## src/rtl/uart_rx_fifo_pkg.sv

```systemverilog
// Shared defaults for the UART receive FIFO and its helpers.
package uart_rx_fifo_pkg;
  localparam int DW_DEF       = 8;
  localparam int DEPTH_DEF    = 16;
  localparam int AFULL_TH_DEF = 12;
endpackage

```

## src/rtl/uart_rx_fifo_if.sv

```systemverilog
// Byte handshake bundle: upstream push from uart_rx, downstream FWFT pop to ram_rw.
interface uart_rx_fifo_if #(parameter int DW = 8);
  logic [DW-1:0] in_data_i;
  logic          in_vld_i;
  logic          in_rdy_o;
  logic [DW-1:0] out_data_o;
  logic          out_vld_o;
  logic          out_rdy_i;

  modport slave (
    input  in_data_i, in_vld_i, out_rdy_i,
    output in_rdy_o, out_data_o, out_vld_o
  );

  modport master (
    output in_data_i, in_vld_i, out_rdy_i,
    input  in_rdy_o, out_data_o, out_vld_o
  );
endinterface

```

## src/rtl/uart_rx_fifo_mem.sv

```systemverilog
// DEPTH x DW register array, one write port, combinational read port.
module fifo_mem #(
  parameter int DW    = 8,
  parameter int DEPTH = 16,
  localparam int AW   = $clog2(DEPTH)
) (
  input  logic          clk_i,
  input  logic          we,
  input  logic [AW-1:0] waddr,
  input  logic [DW-1:0] wdata,
  input  logic [AW-1:0] raddr,
  output logic [DW-1:0] rdata
);
  logic [DW-1:0] mem [DEPTH];

  always_ff @(posedge clk_i) begin
    if (we) mem[waddr] <= wdata;
  end

  assign rdata = mem[raddr];
endmodule

```

## src/rtl/uart_rx_fifo.sv

```systemverilog
// Byte FIFO between uart_rx and ram_rw: FWFT output, level, almost-full, sticky overrun.
module uart_rx_fifo
  import uart_rx_fifo_pkg::*;
#(
  parameter int DW       = DW_DEF,
  parameter int DEPTH    = DEPTH_DEF,
  parameter int AFULL_TH = AFULL_TH_DEF,
  localparam int AW      = $clog2(DEPTH),
  localparam int LW      = AW + 1
) (
  input  logic            clk_i,
  input  logic            rst_n_i,
  input  logic            flush_i,
  uart_rx_fifo_if.slave   bus,
  output logic [LW-1:0]   level_o,
  output logic            afull_o,
  output logic            ovf_o
);
  logic [AW-1:0] wr_ptr, rd_ptr;
  logic [LW-1:0] level;
  logic          ovf;
  logic          full, empty, push, pop;

  assign full  = (level == LW'(DEPTH));
  assign empty = (level == '0);
  // Flush discards any transfer requested in the same cycle.
  assign push  = bus.in_vld_i & ~full & ~flush_i;
  assign pop   = bus.out_rdy_i & ~empty & ~flush_i;

  assign bus.in_rdy_o  = ~full;
  assign bus.out_vld_o = ~empty;
  assign level_o       = level;
  assign afull_o       = (level >= LW'(AFULL_TH));
  assign ovf_o         = ovf;

  always_ff @(posedge clk_i) begin
    if (!rst_n_i || flush_i) begin
      wr_ptr <= '0;
      rd_ptr <= '0;
      level  <= '0;
      ovf    <= 1'b0;
    end else begin
      if (push) wr_ptr <= wr_ptr + 1'b1;
      if (pop)  rd_ptr <= rd_ptr + 1'b1;
      if (push && !pop)      level <= level + 1'b1;
      else if (pop && !push) level <= level - 1'b1;
      if (bus.in_vld_i && full) ovf <= 1'b1;
    end
  end

  fifo_mem #(.DW(DW), .DEPTH(DEPTH)) u_mem (
    .clk_i (clk_i),
    .we    (push),
    .waddr (wr_ptr),
    .wdata (bus.in_data_i),
    .raddr (rd_ptr),
    .rdata (bus.out_data_o)
  );
endmodule

```

## src/flat_wrapper.sv

```systemverilog
// flat-port wrapper written by rule: the top's interface ports become plain ports
module uart_rx_fifo_flat import uart_rx_fifo_pkg::*;
#(
  parameter int DW       = DW_DEF,
  parameter int DEPTH    = DEPTH_DEF,
  parameter int AFULL_TH = AFULL_TH_DEF,
  localparam int AW      = $clog2(DEPTH),
  localparam int LW      = AW + 1
)
  (clk_i, rst_n_i, flush_i, level_o, afull_o, ovf_o, bus_in_data_i, bus_in_vld_i, bus_out_rdy_i, bus_in_rdy_o, bus_out_data_o, bus_out_vld_o);
  uart_rx_fifo_if #(.DW(DW)) bus_i ();
  input  logic clk_i;
  input  logic rst_n_i;
  input  logic flush_i;
  output logic [LW-1:0] level_o;
  output logic afull_o;
  output logic ovf_o;
  input wire logic [$bits(bus_i.in_data_i)-1:0] bus_in_data_i;
  input wire logic [$bits(bus_i.in_vld_i)-1:0] bus_in_vld_i;
  input wire logic [$bits(bus_i.out_rdy_i)-1:0] bus_out_rdy_i;
  output wire logic [$bits(bus_i.in_rdy_o)-1:0] bus_in_rdy_o;
  output wire logic [$bits(bus_i.out_data_o)-1:0] bus_out_data_o;
  output wire logic [$bits(bus_i.out_vld_o)-1:0] bus_out_vld_o;
  assign bus_i.in_data_i = bus_in_data_i;
  assign bus_i.in_vld_i = bus_in_vld_i;
  assign bus_i.out_rdy_i = bus_out_rdy_i;
  assign bus_in_rdy_o = bus_i.in_rdy_o;
  assign bus_out_data_o = bus_i.out_data_o;
  assign bus_out_vld_o = bus_i.out_vld_o;
  uart_rx_fifo #(.DW(DW), .DEPTH(DEPTH), .AFULL_TH(AFULL_TH)) u_core (.clk_i(clk_i), .rst_n_i(rst_n_i), .flush_i(flush_i), .bus(bus_i), .level_o(level_o), .afull_o(afull_o), .ovf_o(ovf_o));
endmodule
```

## config.mk

```make
export PLATFORM = sky130hd
export DESIGN_NAME = uart_rx_fifo_flat
export DESIGN_NICKNAME = d
export VERILOG_FILES = /design/src/rtl/uart_rx_fifo_pkg.sv /design/src/rtl/uart_rx_fifo_if.sv /design/src/rtl/uart_rx_fifo_mem.sv /design/src/rtl/uart_rx_fifo.sv /design/src/flat_wrapper.sv
export SDC_FILE = /design/constraint.sdc
export NUM_CORES = 1
export LEC_CHECK = 0
export CAP_MARGIN = 20
export CORE_MARGIN = 4
export CORE_UTILIZATION = 30
export DETAILED_ROUTE_END_ITERATION = 8
export RECOVER_POWER = 25
export SLEW_MARGIN = 25
export SYNTH_ARGS = -nofsm -noshare
export SYNTH_HDL_FRONTEND = slang
export SYNTH_SLANG_ARGS = --single-unit
```

## constraint.sdc

```tcl
create_clock -name clk_i -period 5.5 [get_ports clk_i]
set_input_delay 0.825 -clock clk_i [delete_from_list [all_inputs] [get_ports clk_i]]
set_output_delay 0.825 -clock clk_i [all_outputs]
set_load 0.01 [all_outputs]
```

==> results of run 1 <==
-- cell families after synthesis --
family,share of synthesized area
DFF,0.722
and+or+nand+nor,0.0613
muxes,0.131
AOI/OAI and AO/OA,0.0359
buffers and inverters,0.0163
adders and majority gates,0.0228
xor gates and xnor gates,0.0105
-- metrics by stage --
step / utilization / area (um2) / setup WS (ns) / power, mW / hold WS (ns)
2_1_floorplan: - / 5820 / 2.90 / 1.32 / 0.459
3_3_place_gp: 0.341 / 6440 / 1.97 / 1.38 / 0.464
3_5_place_dp: 0.341 / 6440 / 1.95 / 1.38 / 0.488
4_1_cts: 0.369 / 6980 / 1.49 / 2.41 / 0.501
5_1_grt: 0.370 / 6980 / 1.35 / 2.47 / 0.511
6_report: 0.370 / 6980 / 1.60 / 2.39 / 0.484
-- metal layers --
metal  vias up  GRT usage  part of all wire
li1       1372          -                 -
met1      1514      0.151              0.44
met2        98      0.182              0.48
met3        21     0.0361             0.058
met4         0     0.0555             0.021
met5         -          0                 0
-- worst register-to-register path: cells and delay by family (launching register included) --
kind	cells	cell delay, ns
adders and majority gates	2	0.65
AOI/OAI and AO/OA	1	0.20
DFF	1	0.38
and+or+nand+nor	5	1.25
muxes	2	0.44
-- cell usage after synthesis, drive strengths merged (3+ instances only) --
cell type	instances	area share
xor2	6	0.0090
or4	3	0.0045
a22oi	16	0.021
nand2b	5	0.0054
ha	9	0.019
clkbuf	5	0.0032
nand3	3	0.0026
edfxtp	128	0.66
nand3b	3	0.0039
nor3	6	0.0052
nor2b	3	0.0032
buf	9	0.0092
a21oi	4	0.0034
inv	6	0.0039
nor2	29	0.019
dfxtp	18	0.062
mux2i	4	0.0069
o211ai	4	0.0052
nand2	17	0.011
mux4	32	0.12
-- how the worst max path moves through the flow --
stage / from / to / slack, ns / cells after the start
final: flop / bus_out_data_o[6] / 1.60 / 5
after global routing: flop / bus_out_data_o[0] / 1.35 / 5
after CTS: flop / bus_out_data_o[6] / 1.49 / 5
after detailed placement: flop / bus_out_data_o[6] / 1.95 / 5
after global placement: flop / bus_out_data_o[6] / 1.97 / 5
after floorplan: u_core.level_o[0] / u_core.level_o[4] / 2.90 / 10
-- state kept, by name, summed over array words and instances, names as in the netlist, named ones only --
| register | flops |
|---|---|
| u_core.wr_ptr | 4 |
| u_core.u_mem.mem | 128 |
| u_core.rd_ptr | 4 |
| u_core.ovf_o | 1 |
| u_core.level_o | 5 |
-- power by group --
part,leakage [nW],total (mW),switching (mW),internal (mW)
Combinational,0.659,0.131,0.0664,0.0649
Sequential,1.30,1.23,0.0130,1.21
Clock,0.241,1.03,0.454,0.577
Total,2.20,2.39,0.533,1.85
-- area by class of cell --
cell class,instances,share of cell area
Antenna cell,1,0.000358
Tap cell,260,0.0466
Multi-Input combinational cell,156,0.220
Timing Repair Buffer,38,0.0512
Clock buffer,17,0.0609
Sequential cell,146,0.602
Inverter,6,0.00322
Clock inverter,15,0.0152
==> impl_results.md, run 1 <==
- Status: finished, final reports clean
- Reg2Reg Launch Point: u_core.level_o[0]
- # DRC: 0
- CTS Hold Bufs: 0
- Syn Inst Count: about 320
- Worst skew pair latency: between 0.4 and 0.5 ns
- Final Setup Violations: 0
- Fmax: about 260 MHz
- Ratio of cells with drive above 1 in the final layout: 0.209
- Vias in the first global route: 3175
- Post-synthesis cell area: 0.00582 mm2
- Maxcap violations: 0
- Total track usage: 0.117
- Count of final hold-check violations: 0
- CTS tree: built
- Reg clk slew, reported paths: 0.06 ns
- Post-CTS Setup Inserts: 0
- Vias/cell: approximately 4.7
- Post-CTS Resized: 0
- Core area: about 0.019 mm2
- GPL Wtd Cong: roughly 0.74
- Port Buffer Count: 29
- HPWL after DPL: roughly 7600 um
- Multi-input logic area: between 0.0015 and 0.002 mm2
- Final min period: ~4 ns
- Crit-path cells: buf_4 -> mux4_2 -> a22oi_1 -> nand2_1 -> clkdlybuf4s50_1
- Req. time, crit path: about 4.7 ns
- Synth warnings: 0
- Setup CP Type: flop to primary output
- Reg-to-reg slack, setup: 2.52 ns
- Final WL: 12100 um
- Full die area: around 0.022 mm2
- Seq/Total Area, Yosys: 0.722
- Vias: between 3000 and 4000
- RSZ-0062 raised after global routing: no
- Num ports: 30
- Period utilization: 0.709
- Initial Util: 0.308
- Die height: 147 um
- Asr flop ratio synth: 0
- Total CTS buffers: 17
- Cell Count, Final, Fillers Out: around 640
- Flip-flop and latch count after synthesis: between 100 and 150
- Hold Path Stages: 2
- Cell Count Post-Placement: around 610
- Final #Nets: slightly below 400
- CTS sink cnt: between 100 and 150
- Gr ovfl total: 0
- Most common cell after layout, fill and taps aside: edfxtp_1
- Rel. slew slack: 0.316
- Post-synth EDFFs: 128
- Most frequent cells in the layout: 128 x edfxtp_1, 32 x mux4_2, 27 x nor2_1
- First-pass GRT wire length: ~19000 um
- Pins Over Slew Limit: 0
- Root buf cell: clkbuf_16
- Drt pass-1 iters: 5
- Reg area: 0.00421 mm2
- Clk_skew: 0.00846 ns
- Worst-Margin Slew: ~1 ns
- Final setup TNS: 0 ns
- Worst Path Buf+Inv: 2
- Yosys cell types: 35
- Worst hold path class: flop to flop
- Ys flop type: edfxtp_1
- Largest net degree at the start of global routing: 33
- H-tree Lvls: 4
- Hold path start: u_core.ovf_o
- Critical Path AT: slightly above 3 ns
- CP max FO: 24
- Slowest stage delay, CP: about 0.9 ns
- Die Width: between 100 and 150 um
- Iter 0 DRT Violations: 220
- Lkg Pwr: between 2 and 2.5 nW
- ANT nets after route: 0
- Setup crit end kind: primary output
- Synthesized area per cell: about 18 um2
- CTS Buffer Depth: 2
- Post-Syn Nets: 345
- Avg WL per Cell: around 19 um
- PwrDens: 342 mW/mm2
- Top delay family on crit path: flip-flops
- Maximum VDD drop: approximately 230 uV
- Initial antenna violation count: 1
- Startpoint types: flop
- Worst R2R Path Depth: 10
- CP max-delay cell: dfxtp_2
- Min-Delay Endpoint: u_core.ovf_o
- Worst r2r dst: u_core.level_o[4]
- Synthesis-to-layout area growth: 20.0%
- # rows: 50
- Fillers: about 1800
(Power assumes the default switching activity.)
==> run 2: changes to the inputs <==
==> constraint.sdc (replaced) <==
create_clock -name clk_i -period 3.4 [get_ports clk_i]
set_input_delay 0.51 -clock clk_i [delete_from_list [all_inputs] [get_ports clk_i]]
set_output_delay 0.51 -clock clk_i [all_outputs]
set_load 0.01 [all_outputs]
==> run 2 against run 1 <==
Sequential share of layout area down 2.1 points; register-to-register slack worse by 1.9 ns; largest cell class unchanged; core utilization rose by 1.3 points; non-clock buffer count is 16 higher; hold slack better by 0.0063 ns; sequential power is 61% higher; combinational power grew 70%.
==> impl_results.md, run 2 (synthesized netlist as in run 1, its figures left out) <==
- Status: finished, final reports clean
- Vias in the first global route: ~3300
- Largest net degree at the start of global routing: 33
- Count of final hold-check violations: 0
- Period utilization: 0.928
- First-pass GRT wire length: slightly below 20000 um
- CP max-delay cell: mux4_2
- Post-CTS Resized: 0
- Worst hold path class: flop to flop
- PwrDens: just under 600 mW/mm2
- Setup crit end kind: primary output
- Clk_skew: roughly 0.0055 ns
- # DRC: 0
- Ant. Diodes: 0
- ANT nets after route: 0
- Startpoint types: flop
- CP max FO: 26
- CTS Hold Bufs: 0
- Worst R2R Path Depth: 10
- Final #Nets: between 400 and 500
- Critical Path AT: about 2.6 ns
- Synthesis-to-layout area growth: 24.3%
- Worst skew pair latency: between 0.4 and 0.5 ns
- Reg2Reg Launch Point: u_core.level_o[0]
- Min-Delay Endpoint: u_core.ovf_o
- Drt pass-1 iters: 4
- Maxcap violations: 0
- Iter 0 DRT Violations: between 200 and 300
- Most common cell after layout, fill and taps aside: edfxtp_1
- Reg-to-reg slack, setup: ~0.58 ns
- Worst-Margin Slew: about 0.75 ns
- CTS Buffer Depth: 2
- Hold path start: u_core.ovf_o
- Post-CTS Setup Inserts: 0
- GPL Wtd Cong: between 0.7 and 0.8
- Vias/cell: between 4 and 5
- Maximum VDD drop: 377 uV
- Rel. slew slack: 0.496
- Ratio of cells with drive above 1 in the final layout: 0.236
- Req. time, crit path: 2.89 ns
- Final Setup Violations: 0
- Final WL: about 12000 um
- RSZ-0062 raised after global routing: no
- Pins Over Slew Limit: 0
- Gr ovfl total: 0
- Die height: 147 um
- Tot Pwr: 4.27 mW
- Fmax: 317 MHz
- Crit-path cells: buf_12 -> mux4_2 -> a22oi_1 -> nand2_1 -> clkdlybuf4s50_1
- Total track usage: 0.120
- Port Buffer Count: 29
- Full die area: ~0.022 mm2
- Vias: about 3100
- Initial Util: 0.308
- Lkg Pwr: about 2.4 nW
- CTS tree: built
- Core area: roughly 0.019 mm2
- Hold Path Stages: 2
- Reg clk slew, reported paths: about 0.060 ns
- Final min period: between 3 and 4 ns
- Die Width: between 100 and 150 um
- # rows: 50
- H-tree Lvls: 4
- Setup CP Type: flop to primary output
- Final setup TNS: 0 ns
- Total CTS buffers: 17
- Avg WL per Cell: roughly 19 um
- Reg with most FFs: u_core.u_mem.mem
- Most frequent cells in the layout: 128 x edfxtp_1, 32 x mux4_2, 29 x nor2_1
- Worst r2r dst: u_core.level_o[4]
- HPWL after DPL: between 7000 and 8000 um
- Max reg flops: between 100 and 150
- CTS sink cnt: 146
- Root buf cell: clkbuf_16
- Num ports: 30
- Slowest stage delay, CP: around 0.53 ns
- Initial antenna violation count: 0
[run 2: cell types whose count changed in the layout (fill, tap and decap cells not counted), moves of 2 or more]
| cell | before | now |
|---|---|---|
| inv_6 | 4 | 1 |
| clkinvlp_4 | 6 | 3 |
| nor2_1 | 27 | 29 |
| buf_4 | 9 | 24 |
| clkinv_2 | 0 | 2 |
| nor2_2 | 2 | 0 |
| bufinv_16 | 0 | 6 |
| clkinv_1 | 4 | 2 |
[run 2: through the flow]
step / hold slack, ns / setup WS (ns) / cell area [um2] / std cells / utilization
floorplan: 0.459 / 0.798 / 5820 / 322 / -
CTS: 0.507 / 0.161 / 7230 / 654 / 0.383
global route: 0.534 / 0.0777 / 7230 / 654 / 0.383
detailed placement: 0.484 / 0.534 / 6570 / 622 / 0.348
global placement: 0.468 / 0.538 / 6570 / 622 / 0.348
finish: 0.490 / 0.246 / 7230 / 654 / 0.383
[run 2: cell type report]
type	count	area (um2)
Timing Repair Buffer	54	490
Clock buffer	17	425
Multi-Input combinational cell	156	1530
Tap cell	260	325
Clock inverter	15	238
Sequential cell	146	4210
Fill cell	1789	11700
Inverter	6	22.5
[run 2: layer usage]
metal	global-route usage	share of wire	up-vias
met5	0	0	-
met4	0.0382	0.015	0
met3	0.0386	0.048	14
met2	0.191	0.50	88
met1	0.156	0.44	1579
li1	-	-	1397
[run 2: how the worst max path moves through the flow]
stage / startpoint / endpoint / slack (ns) / depth (start not counted)
5_1_grt: flop / bus_out_data_o[3] / 0.08 / 5
3_3_place_gp: bus_out_rdy_i / u_core.level_o[4] / 0.54 / 9
6_report: flop / bus_out_data_o[4] / 0.25 / 5
2_1_floorplan: u_core.level_o[0] / u_core.level_o[4] / 0.80 / 10
3_5_place_dp: bus_out_rdy_i / u_core.level_o[4] / 0.53 / 9
4_1_cts: flop / bus_out_data_o[2] / 0.16 / 5
[run 2: worst max-delay path: cells and delay by family, from the launching register on]
family	cells	cell delay (ns)
buffers and inverters	2	0.76
muxes	1	0.53
DFF	1	0.50
AOI/OAI and AO/OA	1	0.28
and+or+nand+nor	1	0.11
[run 2: power breakdown]
part	internal [mW]	switching, mW	leakage, nW
Sequential	1.96	0.0147	1.30
Clock	1.37	0.700	0.314
Combinational	0.107	0.116	0.750
==> run 3: changes to the inputs <==
--- a/config.mk
+++ b/config.mk
@@ -6,7 +6,7 @@
 export NUM_CORES = 1
 export LEC_CHECK = 0
 export CAP_MARGIN = 20
-export CORE_MARGIN = 4
+export CORE_MARGIN = 2
 export CORE_UTILIZATION = 30
 export DETAILED_ROUTE_END_ITERATION = 8
 export RECOVER_POWER = 25
==> run 3 against run 2 <==
Clock power fell by 12%; sequential power is essentially flat; core utilization shrank 0.32 points; via count up 0.29%; clock skew is 0.0034 ns higher; sequential cell count is the same; non-clock buffer count grew 1; register-to-register slack worse by 0.05 ns; cell count grew 0.31%; count of clock-buffer cells in the layout did not move; maximum frequency is 0.23% lower; largest power group is now sequential cells; highest routed layer unchanged.
==> impl_results.md, run 3 (synthesized netlist as in run 1, its figures left out) <==
- Largest net degree at the start of global routing: 27
- Critical Path AT: around 2.7 ns
- Max reg flops: around 130
- Worst hold path class: flop to flop
- Pins Over Slew Limit: 0
- Crit-path cells: buf_12 -> mux4_2 -> a22oi_1 -> nand2_1 -> clkdlybuf4s50_1
- Vias: a little over 3000
- Most frequent cells in the layout: 128 x edfxtp_1, 32 x mux4_2, 29 x nor2_1
- Rel. slew slack: 0.535
- CTS sink cnt: 146
- Num ports: 30
- Clk_skew: 0.00884 ns
- Most common cell after layout, fill and taps aside: edfxtp_1
- Net load switching power: 0.869 mW
- Die height: ~140 um
- Combinational share of power: 0.056
- Reg with most FFs: u_core.u_mem.mem
- Final WL: about 12000 um
- Drt pass-1 iters: 4
- Reg clk slew, reported paths: 0.06 ns
- Post-CTS Setup Inserts: 0
- Vias in the first global route: roughly 3300
- Port Buffer Count: 29
- # DRC: 0
- Ratio of cells with drive above 1 in the final layout: 0.238
- Worst skew pair latency: 0.42 ns
- Final #Nets: about 400
- Sequential power share: 0.492
- Post-CTS Resized: 0
- Final Setup Violations: 0
- # rows: 50
- Worst-Margin Slew: roughly 0.70 ns
- Initial Util: 0.308
- Maxcap violations: 0
- Reg area: between 0.004 and 0.005 mm2
- Die Width: between 100 and 150 um
- Top delay family on crit path: buffers and inverters
- RSZ-0062 raised after global routing: no
- Hold path start: u_core.ovf_o
- Root buf cell: clkbuf_16
- Setup crit end kind: primary output
- Core Util, Final: 0.380
- Vias/cell: 4.71
- Slowest stage delay, CP: between 0.5 and 0.6 ns
- Final setup TNS: 0 ns
- Total track usage: 0.128
- Lkg Pwr: 2.33 nW
- Multi-input logic area: ~0.0015 mm2
- Initial antenna violation count: 0
- Iter 0 DRT Violations: about 240
- First-pass GRT wire length: around 19000 um
- Sw frac: 0.216
- Period utilization: 0.930
- Synthesis-to-layout area growth: 23.3%
- Tot Pwr: approximately 4 mW
- Worst hold slack: roughly 0.48 ns
- HPWL after DPL: 7850 um
- Startpoint types: flop
- PwrDens: roughly 560 mW/mm2
- Clk network pwr share: 0.453
- Setup CP Type: flop to primary output
- Maximum VDD drop: 391 uV
- ANT nets after route: 0
- CP max-delay cell: dfxtp_2
- Gr ovfl total: 0
- GPL Wtd Cong: ~0.77
- Fmax: 316 MHz
- Avg WL per Cell: approximately 18 um
- Req. time, crit path: between 2 and 3 ns
- Count of final hold-check violations: 0
- CTS Buffer Depth: 2
- Core area: about 0.019 mm2
- Reg2Reg Launch Point: u_core.level_o[1]
- Fillers: approximately 1800
- Full die area: 0.0205 mm2
- CTS tree: built
- CTS Hold Bufs: 0
- Status: finished, final reports clean
- Internal: 3.15 mW
- Worst Path Buf+Inv: 2
- CP max FO: 20
- Final min period: ~3.2 ns
- H-tree Lvls: 4
- Total CTS buffers: 17
## run 3: cell types whose count changed in the layout (fill, tap and decap cells not counted), sizes merged
| cell | delta |
|---|---|
| inv | +3 |
| bufinv | -4 |
| buf | +1 |
| diode | +1 |
| clkinv | +1 |
## run 3: worst register-to-register path, delay by kind of cell, from the launching register on
family	cells	cell delay, ns
fa+ha+maj	2	0.63
mux	2	0.45
flops	1	0.38
compound gates	1	0.16
simple gates	5	1.19
## run 3: final cells by class
class / count / area share
diodes: 1 / 0.000349
clock buffers: 17 / 0.0593
clock inverters: 15 / 0.0216
inverters: 6 / 0.00314
multi-input cells: 156 / 0.213
flip-flops and latches: 146 / 0.586
well taps: 260 / 0.0454
repair buffers: 55 / 0.0712
## run 3: final timing paths
check / end / slack (ns) / cells after the start
worst max-delay path: bus_out_data_o[3] / 0.24 / 5
worst min-delay path: u_core.ovf_o / 0.48 / 2
worst max register to register: u_core.level_o[4] / 0.53 / 10
worst min register to register: u_core.ovf_o / 0.48 / 2
## run 3: per-stage QoR
step	setup WS, ns	cell area (um2)	cells
finish	0.239	7170	656
global placement	0.547	6590	623
detailed placement	0.484	6590	623
global route	0.0512	7170	655
floorplan	0.798	5820	322
CTS	0.164	7170	655
## run 3: per-layer routing
| layer | part of all wire | global-route usage | vias up |
|---|---|---|---|
| li1 | - | - | 1401 |
| met1 | 0.45 | 0.163 | 1610 |
| met3 | 0.037 | 0.0409 | 10 |
| met5 | 0 | 0 | - |
| met2 | 0.51 | 0.211 | 66 |
| met4 | 0.0078 | 0.0356 | 0 |
## run 3: power by group through the flow
stage | logic [mW] | registers (mW) | clock network, mW
final | 0.224 | 1.98 | 1.82
after global routing | 0.246 | 1.98 | 1.92
after CTS | 0.229 | 1.98 | 1.85
after detailed placement | 0.227 | 2.02 | 0
after global placement | 0.222 | 2.02 | 0
after floorplan | 0.130 | 2.01 | 0
